===== config.mk =====
export PLATFORM = sky130hd
export DESIGN_NAME = ad_arb_flat
export DESIGN_NICKNAME = d
export VERILOG_FILES = /design/src/rtl/ad_pkg.sv /design/src/rtl/ad_arb_if.sv /design/src/rtl/ad_rr_pick.sv /design/src/rtl/ad_arb.sv /design/src/flat_wrapper.sv
export SDC_FILE = /design/constraint.sdc
export NUM_CORES = 1
export LEC_CHECK = 0
export ABC_AREA = 1
export CAP_MARGIN = 30
export CORE_ASPECT_RATIO = 0.75
export CORE_MARGIN = 10
export CORE_UTILIZATION = 35
export CTS_CLUSTER_SIZE = 12
export DETAILED_ROUTE_END_ITERATION = 12
export DONT_BUFFER_PORTS = 1
export REMOVE_ABC_BUFFERS = 1
export SLEW_MARGIN = 20
export SYNTH_ARGS = -nofsm -noshare
export SYNTH_HDL_FRONTEND = slang
export SYNTH_SLANG_ARGS = --single-unit

===== constraint.sdc =====
create_clock -name clk -period 1.8 [get_ports clk]
set_input_delay 0.09 -clock clk [delete_from_list [all_inputs] [get_ports clk]]
set_output_delay 0.09 -clock clk [all_outputs]
set_load 0.1 [all_outputs]

===== src/rtl/ad_pkg.sv =====
// ad_pkg: constants shared by the register-access arbiter and the blocks
// around it (init/poll sequencer, serial register-bus engine).
//   AD_AW / AD_DW : register address / data width of the access bus
//   IDLE / OWN    : arbiter state encoding
package ad_pkg;

  localparam int AD_AW = 8;
  localparam int AD_DW = 8;

  localparam logic IDLE = 1'b0;
  localparam logic OWN  = 1'b1;

  typedef enum logic {
    ST_IDLE = IDLE,
    ST_OWN  = OWN
  } ad_state_e;

endpackage


===== src/rtl/ad_arb_if.sv =====
// ad_arb_if: single register-access bus between the arbiter (master) and
// the serial register-bus engine (slave).
//   adaddr/adwrdata : address and write data of the current beat
//   adreq/adwr      : beat request, write(1)/read(0)
//   adlast          : last beat of a burst
//   adrddata        : read data returned by the engine
//   adack/aderr     : beat acknowledge / bus error from the engine
interface ad_arb_if;
  import ad_pkg::*;

  logic [AD_AW-1:0] adaddr;
  logic [AD_DW-1:0] adwrdata;
  logic             adreq;
  logic             adwr;
  logic             adlast;
  logic [AD_DW-1:0] adrddata;
  logic             adack;
  logic             aderr;

  modport master (
    output adaddr, adwrdata, adreq, adwr, adlast,
    input  adrddata, adack, aderr
  );

  modport slave (
    input  adaddr, adwrdata, adreq, adwr, adlast,
    output adrddata, adack, aderr
  );

endinterface


===== src/rtl/ad_rr_pick.sv =====
// ad_rr_pick: combinational round-robin selector.
//   req_i  : request vector
//   last_i : index of the previous owner; the search starts just above it
//            and wraps, so the previous owner has the lowest priority
//   pick_o : one-hot winner (0 when no request)
//   idx_o  : index of the winner (0 when no request)
module ad_rr_pick #(
  parameter int NREQ = 3,
  parameter int IW   = 2
) (
  input  logic [NREQ-1:0] req_i,
  input  logic [IW-1:0]   last_i,
  output logic [NREQ-1:0] pick_o,
  output logic [IW-1:0]   idx_o
);

  always_comb begin
    int   j;
    logic found;
    j      = 0;
    found  = 1'b0;
    pick_o = '0;
    idx_o  = '0;
    for (int k = 1; k <= NREQ; k++) begin
      j = (int'(last_i) + k) % NREQ;
      if (!found && req_i[j]) begin
        found     = 1'b1;
        pick_o[j] = 1'b1;
        idx_o     = IW'(j);
      end
    end
  end

endmodule


===== src/rtl/ad_arb.sv =====
// ad_arb: shares the single register-access master port between NREQ
// requesters (init/poll sequencer, host debug port, EDID/HPD handler...).
// Grant is per transaction; a burst keeps its grant until its last beat.
//
// Ports:
//   clk, rstn          : clock, synchronous active-low reset
//   req_req/wr/last    : per-requester request, direction, last-beat flag
//   req_addr/wrdata    : per-requester address / write data, 8 bits each,
//                        requester i at [8i+7:8i]
//   req_ack/req_err    : per-requester beat acknowledge / bus error
//   req_rddata         : read data broadcast to all requesters
//   ad                 : downstream bus (ad_arb_if.master)
//   grant              : one-hot current owner, 0 when idle
//   busy               : a requester owns the bus
//
// Build option: define AD_ARB_FIXED_PRIO_EN for fixed priority (lowest
// index wins); otherwise round-robin.
module ad_arb
  import ad_pkg::*;
#(
  parameter int NREQ = 3
) (
  input  logic                  clk,
  input  logic                  rstn,
  input  logic [NREQ-1:0]       req_req,
  input  logic [NREQ-1:0]       req_wr,
  input  logic [NREQ-1:0]       req_last,
  input  logic [NREQ*AD_AW-1:0] req_addr,
  input  logic [NREQ*AD_DW-1:0] req_wrdata,
  output logic [NREQ-1:0]       req_ack,
  output logic [NREQ-1:0]       req_err,
  output logic [AD_DW-1:0]      req_rddata,
  ad_arb_if.master              ad,
  output logic [NREQ-1:0]       grant,
  output logic                  busy
);

  localparam int IW = (NREQ > 1) ? $clog2(NREQ) : 1;

  ad_state_e       state_q;
  logic [NREQ-1:0] grant_q;
  logic [IW-1:0]   gidx_q;
  logic [NREQ-1:0] pick;
  logic [IW-1:0]   pick_idx;
  logic            ack_ok;

  assign ack_ok = ad.adack & ~ad.aderr;

`ifdef AD_ARB_FIXED_PRIO_EN
  // Lowest index wins: scan downward so the last hit is the smallest index.
  always_comb begin
    pick     = '0;
    pick_idx = '0;
    for (int k = NREQ - 1; k >= 0; k--) begin
      if (req_req[k]) begin
        pick     = '0;
        pick[k]  = 1'b1;
        pick_idx = IW'(k);
      end
    end
  end
`else
  logic [IW-1:0] lastgnt_q;

  ad_rr_pick #(
    .NREQ (NREQ),
    .IW   (IW)
  ) u_rr_pick (
    .req_i  (req_req),
    .last_i (lastgnt_q),
    .pick_o (pick),
    .idx_o  (pick_idx)
  );
`endif

  always_ff @(posedge clk) begin
    if (!rstn) begin
      state_q   <= ST_IDLE;
      grant_q   <= '0;
      gidx_q    <= '0;
`ifndef AD_ARB_FIXED_PRIO_EN
      // Previous owner = highest index, so requester 0 is searched first.
      lastgnt_q <= IW'(NREQ - 1);
`endif
    end else begin
      case (state_q)
        ST_IDLE: begin
          if (|req_req) begin
            grant_q <= pick;
            gidx_q  <= pick_idx;
            state_q <= ST_OWN;
          end
        end
        ST_OWN: begin
          if (ad.aderr || ack_ok) begin
            // Error ends the transaction regardless of adlast; a clean ack
            // on a non-last beat keeps the burst lock.
            if (ad.aderr || req_last[gidx_q]) begin
`ifndef AD_ARB_FIXED_PRIO_EN
              lastgnt_q <= gidx_q;
`endif
              grant_q   <= '0;
              state_q   <= ST_IDLE;
            end
          end else if (!req_req[gidx_q]) begin
            // Abandoned request: release without counting it as a turn.
            grant_q <= '0;
            state_q <= ST_IDLE;
          end
        end
        default: begin
          grant_q <= '0;
          state_q <= ST_IDLE;
        end
      endcase
    end
  end

  // Downstream mux and response routing are combinational so the owner
  // sees its ack in the same cycle the engine gives it.
  always_comb begin
    ad.adreq    = 1'b0;
    ad.adwr     = 1'b0;
    ad.adlast   = 1'b1;
    ad.adaddr   = '0;
    ad.adwrdata = '0;
    req_ack     = '0;
    req_err     = '0;
    if (state_q == ST_OWN) begin
      ad.adreq        = req_req[gidx_q];
      ad.adwr         = req_wr[gidx_q];
      ad.adlast       = req_last[gidx_q];
      ad.adaddr       = req_addr[int'(gidx_q)*AD_AW +: AD_AW];
      ad.adwrdata     = req_wrdata[int'(gidx_q)*AD_DW +: AD_DW];
      req_ack[gidx_q] = ack_ok;
      req_err[gidx_q] = ad.aderr;
    end
  end

  assign req_rddata = ad.adrddata;
  assign grant      = grant_q;
  assign busy       = (state_q == ST_OWN);

endmodule

===== src/flat_wrapper.sv =====
// flat-port wrapper written by rule: the top's interface ports become plain ports
module ad_arb_flat import ad_pkg::*;
#(
  parameter int NREQ = 3
)
  (clk, rstn, req_req, req_wr, req_last, req_addr, req_wrdata, req_ack, req_err, req_rddata, grant, busy, ad_adaddr, ad_adwrdata, ad_adreq, ad_adwr, ad_adlast, ad_adrddata, ad_adack, ad_aderr);
  ad_arb_if ad_i ();
  input  logic clk;
  input  logic rstn;
  input  logic [NREQ-1:0] req_req;
  input  logic [NREQ-1:0] req_wr;
  input  logic [NREQ-1:0] req_last;
  input  logic [NREQ*AD_AW-1:0] req_addr;
  input  logic [NREQ*AD_DW-1:0] req_wrdata;
  output logic [NREQ-1:0] req_ack;
  output logic [NREQ-1:0] req_err;
  output logic [AD_DW-1:0] req_rddata;
  output logic [NREQ-1:0] grant;
  output logic busy;
  output wire logic [$bits(ad_i.adaddr)-1:0] ad_adaddr;
  output wire logic [$bits(ad_i.adwrdata)-1:0] ad_adwrdata;
  output wire logic [$bits(ad_i.adreq)-1:0] ad_adreq;
  output wire logic [$bits(ad_i.adwr)-1:0] ad_adwr;
  output wire logic [$bits(ad_i.adlast)-1:0] ad_adlast;
  input wire logic [$bits(ad_i.adrddata)-1:0] ad_adrddata;
  input wire logic [$bits(ad_i.adack)-1:0] ad_adack;
  input wire logic [$bits(ad_i.aderr)-1:0] ad_aderr;
  assign ad_adaddr = ad_i.adaddr;
  assign ad_adwrdata = ad_i.adwrdata;
  assign ad_adreq = ad_i.adreq;
  assign ad_adwr = ad_i.adwr;
  assign ad_adlast = ad_i.adlast;
  assign ad_i.adrddata = ad_adrddata;
  assign ad_i.adack = ad_adack;
  assign ad_i.aderr = ad_aderr;
  ad_arb #(.NREQ(NREQ)) u_core (.clk(clk), .rstn(rstn), .req_req(req_req), .req_wr(req_wr), .req_last(req_last), .req_addr(req_addr), .req_wrdata(req_wrdata), .req_ack(req_ack), .req_err(req_err), .req_rddata(req_rddata), .ad(ad_i), .grant(grant), .busy(busy));
endmodule

# == Word-level counts from Yosys, hierarchy flattened ==
# Index checks and enable logic that the tools add are counted.
# word_totals
register_bits,8
latchBits,0
ram_bits,0
rom_bits,0
inputBits,69
output_inout_bits,37
word_cells,92
mem_count,0
# classes
add_sub_neg,3
n_mul,0
n_div,3
n_lt_le_gt_ge,8
eq_ne,3
shifts,2
mux,48
bitwise_logic,7
n_reduce_logical,14
# ops
cell,n
$ge A32 B1 Y1 const B,3
$lt A32 B4 Y1 const B,3
$mod A32 B3 Y32 const B,3
$shiftx A24 B6 Y8,2
$mux W3,9
$mux W1,22
$mux W8,2
$bmux W1 S2,6
$demux W1 S2,4
$add A2 B2 Y3 const B,2
$and A3 B3 Y3,2
$logic_and A1 B1 Y1,6
$mux W2,3
$ne A3 B3 Y1 const B,2
$or A3 B3 Y3,2
$pmux W3 S2,1
$reduce_and A3 Y1,2
$add A2 B1 Y3 const B,1
$lt A2 B3 Y1 const B,1
$reduce_or A3 Y1,1
$ge A2 B1 Y1 const B,1
$logic_not A1 Y1,2
$logic_or A1 B1 Y1,2
$ne A2 B1 Y1 const B,1
4 further kinds,5

# == Longest topological paths before layout ==
# logic_depth
word_depth,14
ltp_mapped,13
ltp_nobuf,12

# == Hierarchy ==
# Synthesis repeated with hierarchy kept, for this count alone.
# hier_totals
cells_unflattened,243
hier_area_um2,1351.3
# by_module_without_submodules
module,instances,cells_each,area_per_inst_um2,seq_area_each_um2
ad_arb,1,185,1034.7,160.2
ad_rr_pick,1,58,316.6,0.0

# == Worst setup path after synthesis ==
# No wires, ideal clock.
# synth_path
path_type,flip-flop to output port
start,"register u_core.state_q, in the netlist u_core.busy"
end,output req_err[0]
arrival_ns,2.734
required_ns,1.710
slack_ns,-1.024
path_stages_with_launch,4
path_cell_list,dfxtp_1 > clkbuf_1 > nand2_1 > nor2_1
# synth_via
elab_chain_len,1
# synth_lines
element,line,source
start: declaration,ad_arb.sv:40,ad_state_e state_q;
start signal: assignment,ad_arb.sv:78,state_q <= ST_IDLE;
start signal: assignment,ad_arb.sv:91,state_q <= ST_OWN;
start signal: assignment,ad_arb.sv:103,state_q <= ST_IDLE;
$mux W3,ad_arb.sv:129,if (state_q == ST_OWN) begin
end: declaration,flat_wrapper.sv:16,output logic [NREQ-1:0] req_err;
# Every way passes these cells.

# == Final worst setup path ==
# layout_path
start,register u_core.lastgnt_q[1]
end,"register u_core.grant_q[1], in the netlist u_core.grant[1]"
# layout_via
elab_chain_len,14
word_cells_on_any_way,43
classes_between,3 x add/sub; 3 x div; 6 x order compare; 22 x mux; 2 x bitwise; 7 x reduce/logical
# layout_lines
element,line,source
start: declaration,ad_arb.sv:63,logic [IW-1:0] lastgnt_q;
start signal: assignment,ad_arb.sv:83,lastgnt_q <= IW'(NREQ - 1);
start signal: assignment,ad_arb.sv:100,lastgnt_q <= gidx_q;
"parallel branches: the longest is 11 deep, another holds $mod A32 B3 Y32",n/a,
$mux W3 *,ad_rr_pick.sv:26,if (!found && req_i[j]) begin
$mux W3 *,ad_arb.sv:88,if (|req_req) begin
$pmux W3 S2 *,ad_arb.sv:86,case (state_q)
end signal: assignment,ad_arb.sv:89,grant_q <= pick;
end: declaration,ad_arb.sv:41,logic [NREQ-1:0] grant_q;
# Mark *: on every way between the ends. The select of a mux whose other input is x is not followed.
# A chain may end at the register's enable or synchronous reset.

==> impl_metrics.json <==
{
  "core_area_sq_mm": 0.00327,
  "stdcell_area_sq_mm": 0.00182,
  "start_util_pct": 36.3,
  "cap_violations": 0,
  "clockRootBuffer": "clkbuf_8",
  "grt_pass1_vias": 1349,
  "finalClockSkew_ns": 0.00788,
  "cts_buffer_depth": 2,
  "postRouteAntennaNets": 0,
  "h-tree-depth": 1,
  "final_common_cell": "nand2_1",
  "io_pins": 106,
  "die_y_microns": 70.4,
  "insertion_delay_ns": 0.24,
  "avgSynthCellArea_sq_um": 5.25,
  "maxSlewHeadroom_pct": 80.7,
  "finalMaxSlewViolations": 0,
  "post_drt_wl_per_cell_microns": 15.5,
  "worst_hold_slack_ns": 0.00692,
  "rows": 18,
  "setup_viol": 0,
  "grt.total_usage_pct": 13.6,
  "cts_inserted_buffers": 3,
  "yosysSeqAreaShare_pct": 13.5,
  "worst_ep_required_time_ns": 1.96,
  "syn_inst": 226,
  "ys_ff_latch": 8,
  "vias": 1484,
  "port_buffers": 0,
  "dp_cells": 284,
  "hold_viol": 0,
  "status": "completed",
  "clk_pin_slew_worst_paths_ns": 0.05,
  "max_freq_mhz": 595,
  "min_period_over_period_pct": 93.4,
  "tightest_slew_ns": 0.290,
  "area_delta_synth_final_pct": 53.7,
  "cts_tree": "built",
  "synthDistinctLibCells": 21,
  "drive_gt1_share_pct": 22.5,
  "ir_drop_uv": 534,
  "critPathMaxFanout": 5,
  "tns_ns": 0,
  "r2r_start": "u_core.lastgnt_q[1]$_SDFFE_PN1P_",
  "worstHoldStart": "rstn",
  "endpoint_kind": "flip-flop",
  "final_cell_mix": "92 x nand2_1, 35 x inv_1, 26 x buf_12",
  "hpwl_microns": 3730,
  "diodes": 0,
  "overflow": 0,
  "route.detailed.drc": 0,
  "start_kind": "flip-flop",
  "p_per_area_mw_per_mm2": 1010,
  "die_w_microns": 87.2,
  "seq_area_sq_um": 164,
  "multiInputGateArea_sq_um": 822,
  "nets": 324,
  "finalCriticalPeriod_ns": 1.68,
  "antenna_found_initial": 0,
  "synth_area_sq_mm": 0.00119,
  "grt_pass1_wl_microns": 6910,
  "place_area_sq_mm": 0.00173,
  "fill_cells": 315,
  "yosysWarnings": 0,
  "grt_max_degree": 19,
  "min_path_type": "primary input to flip-flop",
  "drtPass1Iterations": 4,
  "post-route-util_pct": 55.8,
  "arrival_ns": 1.84,
  "viasPerCell": 5.13,
  "fin_cells": 289,
  "clock_sinks": 8,
  "wl_microns": 4490,
  "drtIter0Drc": 93,
  "gp_congestion": 0.885,
  "die-area_sq_mm": 0.00614,
  "cp-startpoint": "u_core.lastgnt_q[1]$_SDFFE_PN1P_",
  "critical_path_class": "flip-flop to flip-flop",
  "p_leak_nw": 0.988
}
==> sequential cells by signal, summed over array words and instances (netlist names) <==
name / flops
u_core.gidx_q: 2
u_core.busy: 1
u_core.grant: 3
u_core.lastgnt_q: 2
==> power by group <==
part / internal (mW) / switching (mW)
Sequential: 0.204 / 0.0311
Clock: 0.146 / 0.0869
Combinational: 0.448 / 0.917
Total: 0.799 / 1.04
==> Yosys cell counts <==
library cell,instances,area [sq um]
nand2_1,92,345
buf_2,5,25.0
nand3b_1,1,7.51
nand4_1,3,18.8
o21ai_1,3,15.0
a31oi_1,2,12.5
nand2_2,2,12.5
inv_1,36,135
nand3_1,19,95.1
ha_1,4,50.1
dfxtp_1,8,160
buf_4,8,60.1
nor2_1,10,37.5
o211ai_1,1,7.51
o21ai_0,3,15.0
nor2_4,2,22.5
inv_2,3,11.3
clkbuf_1,2,7.51
a21oi_1,6,30.0
a22oi_1,15,113
nor3_1,1,5.00
==> final cells by class <==
cell class | count | share of cell area (%)
timing repair buffer | 35 | 32.9
sequential | 8 | 8.99
multi-input combinational | 164 | 45.1
inverter | 39 | 8.03
clock buffer | 3 | 2.26
tap | 40 | 2.75
==> critical path: stages (launching register included) <==
cell     delay (ns)
dfxtp_1        0.42
inv_1          0.09
ha_1           0.22
inv_1          0.11
nand3_1        0.12
nand2_2        0.13
nand2_1        0.06
inv_1          0.10
nand3_1        0.08
nand2_1        0.07
nand2_1        0.06
a21oi_1        0.13
==> metrics by stage <==
stage | setup WS, ns | total power [mW]
detailed placement | 0.0211 | 1.57
global placement | 0.0881 | 1.56
floorplan | -1.36 | 1.14
global route | -0.0163 | 1.94
CTS | 0.0405 | 1.81
finish | 0.120 | 1.83
==> repair_timing <==
item,4_1_cts,5_1_grt
endpoints found under the setup margin,1,15
pin swaps,0,1
resized for setup,1,7
gates cloned,0,0
buffers inserted,0,1
hold buffers,1,0
hold endpoints to repair,2,0
==> cells by family after synthesis <==
logic type | count (synthesis) | synth area share [%]
AND/OR/NAND/NOR | 130 | 45.9
buffers and inverters | 54 | 20.1
AO/OA/AOI/OAI | 30 | 16.2
flip-flops | 8 | 13.5
adder cells (fa/ha/maj) | 4 | 4.22
==> routing by layer <==
layer  vias up  GRT usage, %  routed length [microns]  share of wire, %
met5         -             0                        0                 0
met4         0          2.47                       42              0.93
met3         7          7.18                      466                10
met2        66          20.5                     2160                48
met1       659          16.7                     1820                40
li1        752             -                        -                 -
==> worst paths after layout <==
kind | to | slack (ns) | cells after the start
hold reg to reg | u_core.grant[0]$_SDFFE_PN0P_ | 0.47 | 2
setup reg to reg | u_core.grant[1]$_SDFFE_PN0P_ | 0.12 | 11
setup / recovery | u_core.grant[1]$_SDFFE_PN0P_ | 0.12 | 11
hold / removal | u_core.lastgnt_q[0]$_SDFFE_PN0P_ | 0.007 | 2
Note: power is estimated with default switching activity, not from simulation.
